<file path="src/rtl/product_bcd_converter_pkg.sv">
// Shared types and helpers for the product binary-to-BCD converter.
// Holds the FSM state encoding, the BCD digit width and elaboration-time sizing helpers.
package product_bcd_pkg;

  typedef enum logic [1:0] {IDLE, SHIFT, DONE} bcd_state_t;

  localparam int unsigned BCD_DIGIT_W = 4;

  // A 1-bit input still needs a 1-bit counter.
  function automatic int unsigned cnt_width(input int unsigned w);
    return (w < 2) ? 1 : $clog2(w);
  endfunction

  function automatic longint unsigned pow10(input int unsigned n);
    longint unsigned p;
    p = 64'd1;
    for (int unsigned i = 0; i < n; i++) begin
      p = p * 64'd10;
    end
    return p;
  endfunction

endpackage

</file>
<file path="src/rtl/product_bcd_converter_if.sv">
// Start/busy/done handshake and data bus between the multiplier side and the BCD converter.
// The master issues start/bin; the slave returns the packed BCD result and status.
interface product_bcd_converter_if #(
  parameter int unsigned WIDTH  = 16,
  parameter int unsigned DIGITS = 5
);
  logic                start;
  logic [WIDTH-1:0]    bin;
  logic [4*DIGITS-1:0] bcd;
  logic                busy;
  logic                done;

  modport master (output start, output bin, input bcd, input busy, input done);
  modport slave  (input start, input bin, output bcd, output busy, output done);
endinterface

</file>
<file path="src/rtl/product_bcd_converter_digit_adjust.sv">
// Double-dabble correction for one BCD digit: add 3 when the digit is 5 or more,
// so the following left shift carries correctly into the next decimal digit.
module bcd_digit_adjust
  import product_bcd_pkg::*;
(
  input  logic [BCD_DIGIT_W-1:0] i_digit,
  output logic [BCD_DIGIT_W-1:0] o_digit
);

  assign o_digit = (i_digit >= BCD_DIGIT_W'(5)) ? i_digit + BCD_DIGIT_W'(3) : i_digit;

endmodule

</file>
<file path="src/rtl/product_bcd_converter.sv">
// Sequential shift-and-add-3 binary-to-BCD converter, one input bit per clock.
// bcd only updates on the completing edge so the display never shows partial digits.
module product_bcd_converter
  import product_bcd_pkg::*;
#(
  parameter int unsigned WIDTH  = 16,
  parameter int unsigned DIGITS = 5
) (
  input  logic                    clk,
  input  logic                    reset,
  product_bcd_converter_if.slave  bus
);

  localparam int unsigned BCD_W = BCD_DIGIT_W * DIGITS;
  localparam int unsigned CNT_W = cnt_width(WIDTH);
  localparam logic [CNT_W-1:0] CNT_LAST = CNT_W'(WIDTH - 1);

  if (!(pow10(DIGITS) > ((64'd1 << WIDTH) - 64'd1))) begin : g_size_check
    $error("product_bcd_converter: DIGITS=%0d cannot hold a %0d-bit value", DIGITS, WIDTH);
  end

  bcd_state_t       r_state;
  logic [WIDTH-1:0] r_bin;
  logic [BCD_W-1:0] r_scratch;
  logic [BCD_W-1:0] r_bcd;
  logic [CNT_W-1:0] r_cnt;
  logic             r_busy;
  logic             r_done;

  logic [BCD_W-1:0] w_adj;
  logic [BCD_W-1:0] w_scratch_nxt;

  for (genvar g = 0; g < DIGITS; g++) begin : g_adj
    bcd_digit_adjust u_adj (
      .i_digit (r_scratch[g*BCD_DIGIT_W +: BCD_DIGIT_W]),
      .o_digit (w_adj[g*BCD_DIGIT_W +: BCD_DIGIT_W])
    );
  end

  // Adjust first, then shift the binary MSB into the scratch LSB.
  assign w_scratch_nxt = {w_adj[BCD_W-2:0], r_bin[WIDTH-1]};

  always_ff @(posedge clk) begin
    if (reset) begin
      r_state   <= IDLE;
      r_bin     <= '0;
      r_scratch <= '0;
      r_bcd     <= '0;
      r_cnt     <= '0;
      r_busy    <= 1'b0;
      r_done    <= 1'b0;
    end else begin
      case (r_state)
        IDLE: begin
          r_done <= 1'b0;
          if (bus.start) begin
            r_bin     <= bus.bin;
            r_scratch <= '0;
            r_cnt     <= '0;
            r_busy    <= 1'b1;
            r_state   <= SHIFT;
          end else begin
            r_busy <= 1'b0;
          end
        end
        SHIFT: begin
          r_scratch <= w_scratch_nxt;
          r_bin     <= {r_bin[WIDTH-2:0], 1'b0};
          r_cnt     <= r_cnt + 1'b1;
          if (r_cnt == CNT_LAST) begin
            r_bcd   <= w_scratch_nxt;
            r_done  <= 1'b1;
            r_state <= DONE;
          end
        end
        DONE: begin
          r_done  <= 1'b0;
          r_busy  <= 1'b0;
          r_state <= IDLE;
        end
        default: begin
          r_state <= IDLE;
        end
      endcase
    end
  end

  assign bus.bcd  = r_bcd;
  assign bus.busy = r_busy;
  assign bus.done = r_done;

endmodule

</file>
<file path="src/flat_wrapper.sv">
// flat-port wrapper written by rule: the top's interface ports become plain ports
module product_bcd_converter_flat import product_bcd_pkg::*;
#(
  parameter int unsigned WIDTH  = 16,
  parameter int unsigned DIGITS = 5
)
  (clk, reset, bus_start, bus_bin, bus_bcd, bus_busy, bus_done);
  product_bcd_converter_if #(.WIDTH(WIDTH), .DIGITS(DIGITS)) bus_i ();
  input  logic clk;
  input  logic reset;
  input wire logic [$bits(bus_i.start)-1:0] bus_start;
  input wire logic [$bits(bus_i.bin)-1:0] bus_bin;
  output wire logic [$bits(bus_i.bcd)-1:0] bus_bcd;
  output wire logic [$bits(bus_i.busy)-1:0] bus_busy;
  output wire logic [$bits(bus_i.done)-1:0] bus_done;
  assign bus_i.start = bus_start;
  assign bus_i.bin = bus_bin;
  assign bus_bcd = bus_i.bcd;
  assign bus_busy = bus_i.busy;
  assign bus_done = bus_i.done;
  product_bcd_converter #(.WIDTH(WIDTH), .DIGITS(DIGITS)) u_core (.clk(clk), .reset(reset), .bus(bus_i));
endmodule
</file>
<file path="config.mk">
export PLATFORM = sky130hd
export DESIGN_NAME = product_bcd_converter_flat
export DESIGN_NICKNAME = d
export VERILOG_FILES = /design/src/rtl/product_bcd_converter_pkg.sv /design/src/rtl/product_bcd_converter_if.sv /design/src/rtl/product_bcd_converter_digit_adjust.sv /design/src/rtl/product_bcd_converter.sv /design/src/flat_wrapper.sv
export SDC_FILE = /design/constraint.sdc
export NUM_CORES = 1
export LEC_CHECK = 0
export ABC_AREA = 1
export CAP_MARGIN = 20
export CORE_ASPECT_RATIO = 0.75
export CORE_MARGIN = 2
export CORE_UTILIZATION = 60
export DETAILED_ROUTE_END_ITERATION = 10
export DONT_BUFFER_PORTS = 1
export HOLD_SLACK_MARGIN = 0.03
export PLACE_DENSITY = 0.85
export SYNTH_ARGS = -nofsm -noshare
export SYNTH_HDL_FRONTEND = slang
export SYNTH_SLANG_ARGS = --single-unit
</file>
<file path="constraint.sdc">
create_clock -name clk -period 2.02 [get_ports clk]
set_clock_uncertainty 0.15 [all_clocks]
set_input_delay 0.202 -clock clk [delete_from_list [all_inputs] [get_ports clk]]
set_output_delay 0.202 -clock clk [all_outputs]
set_load 0.1 [all_outputs]
</file>
==> metrics.txt <==
CTS sink cnt 64; # Post-CTS Setup Buffers 0; leakage power 1.69 nW; fin crit share 0.932; vias in the first global route 2843; ANT cells 0; final instance area 3620 sq um; final net count 515; Fin. Hold Viols 0; CTS root buf clkbuf_8; slack of the critical path 138 ps; Die W 85.7 um; FP Rows 22; CP Capture Type flop; data required time of the worst path 2160 ps; fmax 531 MHz; H-tree Lvls 3; area delta synth->final 20.5%; MaxCap Viol Count 0; min Tclk post-route 1880 ps; Via density 5.54; Port Buffer Count 0; Post-DP HPWL 4500 um; GP Congestion 0.836; DRT iter0 DRCs 271; CTS buffer count 9; Mapped Cells 442; status completed; total grt overflow 0; CTS tree done; Clock Path Buffers 2; Hold WC Path Type input pin to flop; layout cells sized above 1 0.104; RSZ-0062 raised after global routing false; Total Wirelength 7810 um; peak supply drop 786 uV; placeable core region 4840 sq um; syn_nets 472; DP Worst Slack 305 ps; first-pass GRT wire length 13100 um; FF-to-FF setup slack 140 ps; Total Power 2.76 mW; Reg clk slew, reported paths 70 ps; Final Max Slew Viols 0; Die ar. 5590 sq um; CP max FO 24; Ys Warns 0; Avg Cell Area, Syn 6.80 sq um; Power Dens Cells 761 nW/um^2; via count 3049; drt pass-1 iters 5; Post-DP Area 3200 sq um; # IOs 41; mapped cell area 3000 sq um; Yosys cell types 25; register bit total from synthesis 64; routed len/inst 14.2 um; worst-skew pair later-pin latency 350 ps; kind of critical path flop to flop; sequential-to-total area share from yosys stat 0.426; largest net degree at the start of global routing 35; GR Util All Layers 0.300; DIE HEIGHT 65.3 um; Rel. slew slack 0.574; antenna-violating nets left 0; WP data arrival 2020 ps; Post-route DRC 0; setup TNS 0 ps; critical path launch point type flop; Starting Density 0.620; Worst Max-Slew Pin Slew 638 ps; initial antenna violation count 0; Setup-failing EPs final 0; Worst Hold Slack 63.8 ps
area by class of cell:
| class | instances | area [sq um] |
|---|---|---|
| multi-input cells | 307 | 1430 |
| flip-flops and latches | 64 | 1280 |
| fillers | 338 | 1220 |
| repair buffers | 46 | 403 |
| inverters | 57 | 214 |
| clock buffers | 11 | 141 |
| clock inverters | 5 | 80.1 |
| well taps | 60 | 75.1 |
path summary, 6_finish.rpt:
kind / startpoint / end / cells past startpoint
max: u_core.r_cnt[1] / u_core.bus.bcd[9] / 10
min: reset / u_core.r_bin[13] / 4
max reg2reg: u_core.r_cnt[1] / u_core.bus.bcd[9] / 10
min reg2reg: u_core.r_cnt[3] / u_core.r_cnt[3] / 2
kinds of logic after synthesis:
kind of cell,count (synthesis),share of synthesized area
DFF,64,0.426
and+or+nand+nor,238,0.323
buffers and inverters,71,0.0987
adders and majority gates,11,0.0458
AOI/OAI and AO/OA,58,0.106
flip-flops by register name (all words and copies together) (netlist names):
register	flops
u_core.bus.busy	1
u_core.bus.bcd	20
u_core.r_scratch	20
u_core.r_state	2
u_core.r_bin	16
u_core.bus.done	1
u_core.r_cnt	4
power by group:
group	internal [mW]	leakage, nW	switching [mW]
logic	0.0714	1.06	0.136
clock network	0.726	0.106	0.508
registers	1.29	0.519	0.0216
total	2.09	1.69	0.666
through the flow:
stage	utilization	std cells
4_1_cts	0.747	550
6_report	0.747	550
3_3_place_gp	0.660	515
5_1_grt	0.747	550
2_1_floorplan	-	442
3_5_place_dp	0.660	515
repair_timing:
item,4_1_cts,5_1_grt
hold buffers,19,0
gates resized for setup,0,1
endpoints found under the hold margin,47,0
endpoints found under the setup margin,0,3
critical path, stage by stage (launching register included):
cell	delay (ps)
dfxtp_1	380
ha_1	190
nand2_1	90
nor2_1	180
nand2_2	150
inv_2	90
buf_4	270
nor2_1	70
nor2_1	90
nand2_1	80
inv_1	70
cell usage after synthesis:
library cell | number | area share
a21oi_1 | 12 | 0.020
nor2_4 | 2 | 0.0075
a31oi_1 | 6 | 0.012
nand2_2 | 3 | 0.0062
nand3b_1 | 1 | 0.0025
buf_4 | 2 | 0.0050
a22o_1 | 1 | 0.0029
dfxtp_1 | 64 | 0.43
buf_2 | 6 | 0.010
o211ai_1 | 3 | 0.0075
o22ai_1 | 6 | 0.012
clkbuf_1 | 3 | 0.0037
nand4_1 | 4 | 0.0083
ha_1 | 11 | 0.046
nor2_2 | 1 | 0.0021
o21ai_0 | 25 | 0.042
inv_2 | 2 | 0.0025
nand3_1 | 30 | 0.050
o21bai_1 | 1 | 0.0025
nor2_1 | 47 | 0.059
inv_1 | 55 | 0.069
nand2_1 | 150 | 0.19
buf_1 | 1 | 0.0012
o21ai_1 | 4 | 0.0067
buf_6 | 2 | 0.0075
routing by layer:
layer / vias up / wire (um) / track usage
li1: 1477 / - / -
met1: 1388 / 3180 / 0.352
met2: 150 / 3720 / 0.487
met3: 34 / 624 / 0.109
met4: 0 / 287 / 0.151
met5: - / 0 / 0
cell usage in the layout, fill, tap and decap left out, drive strengths merged, types with 12 or more instances in the layout:
cell type    instances
nand2              153
a21oi               12
dfxtp               64
inv                 57
dlygate4sd3         18
o21ai               29
nand3               30
buf                 28
nor2                50
Note: power is estimated with default switching activity, not from simulation.
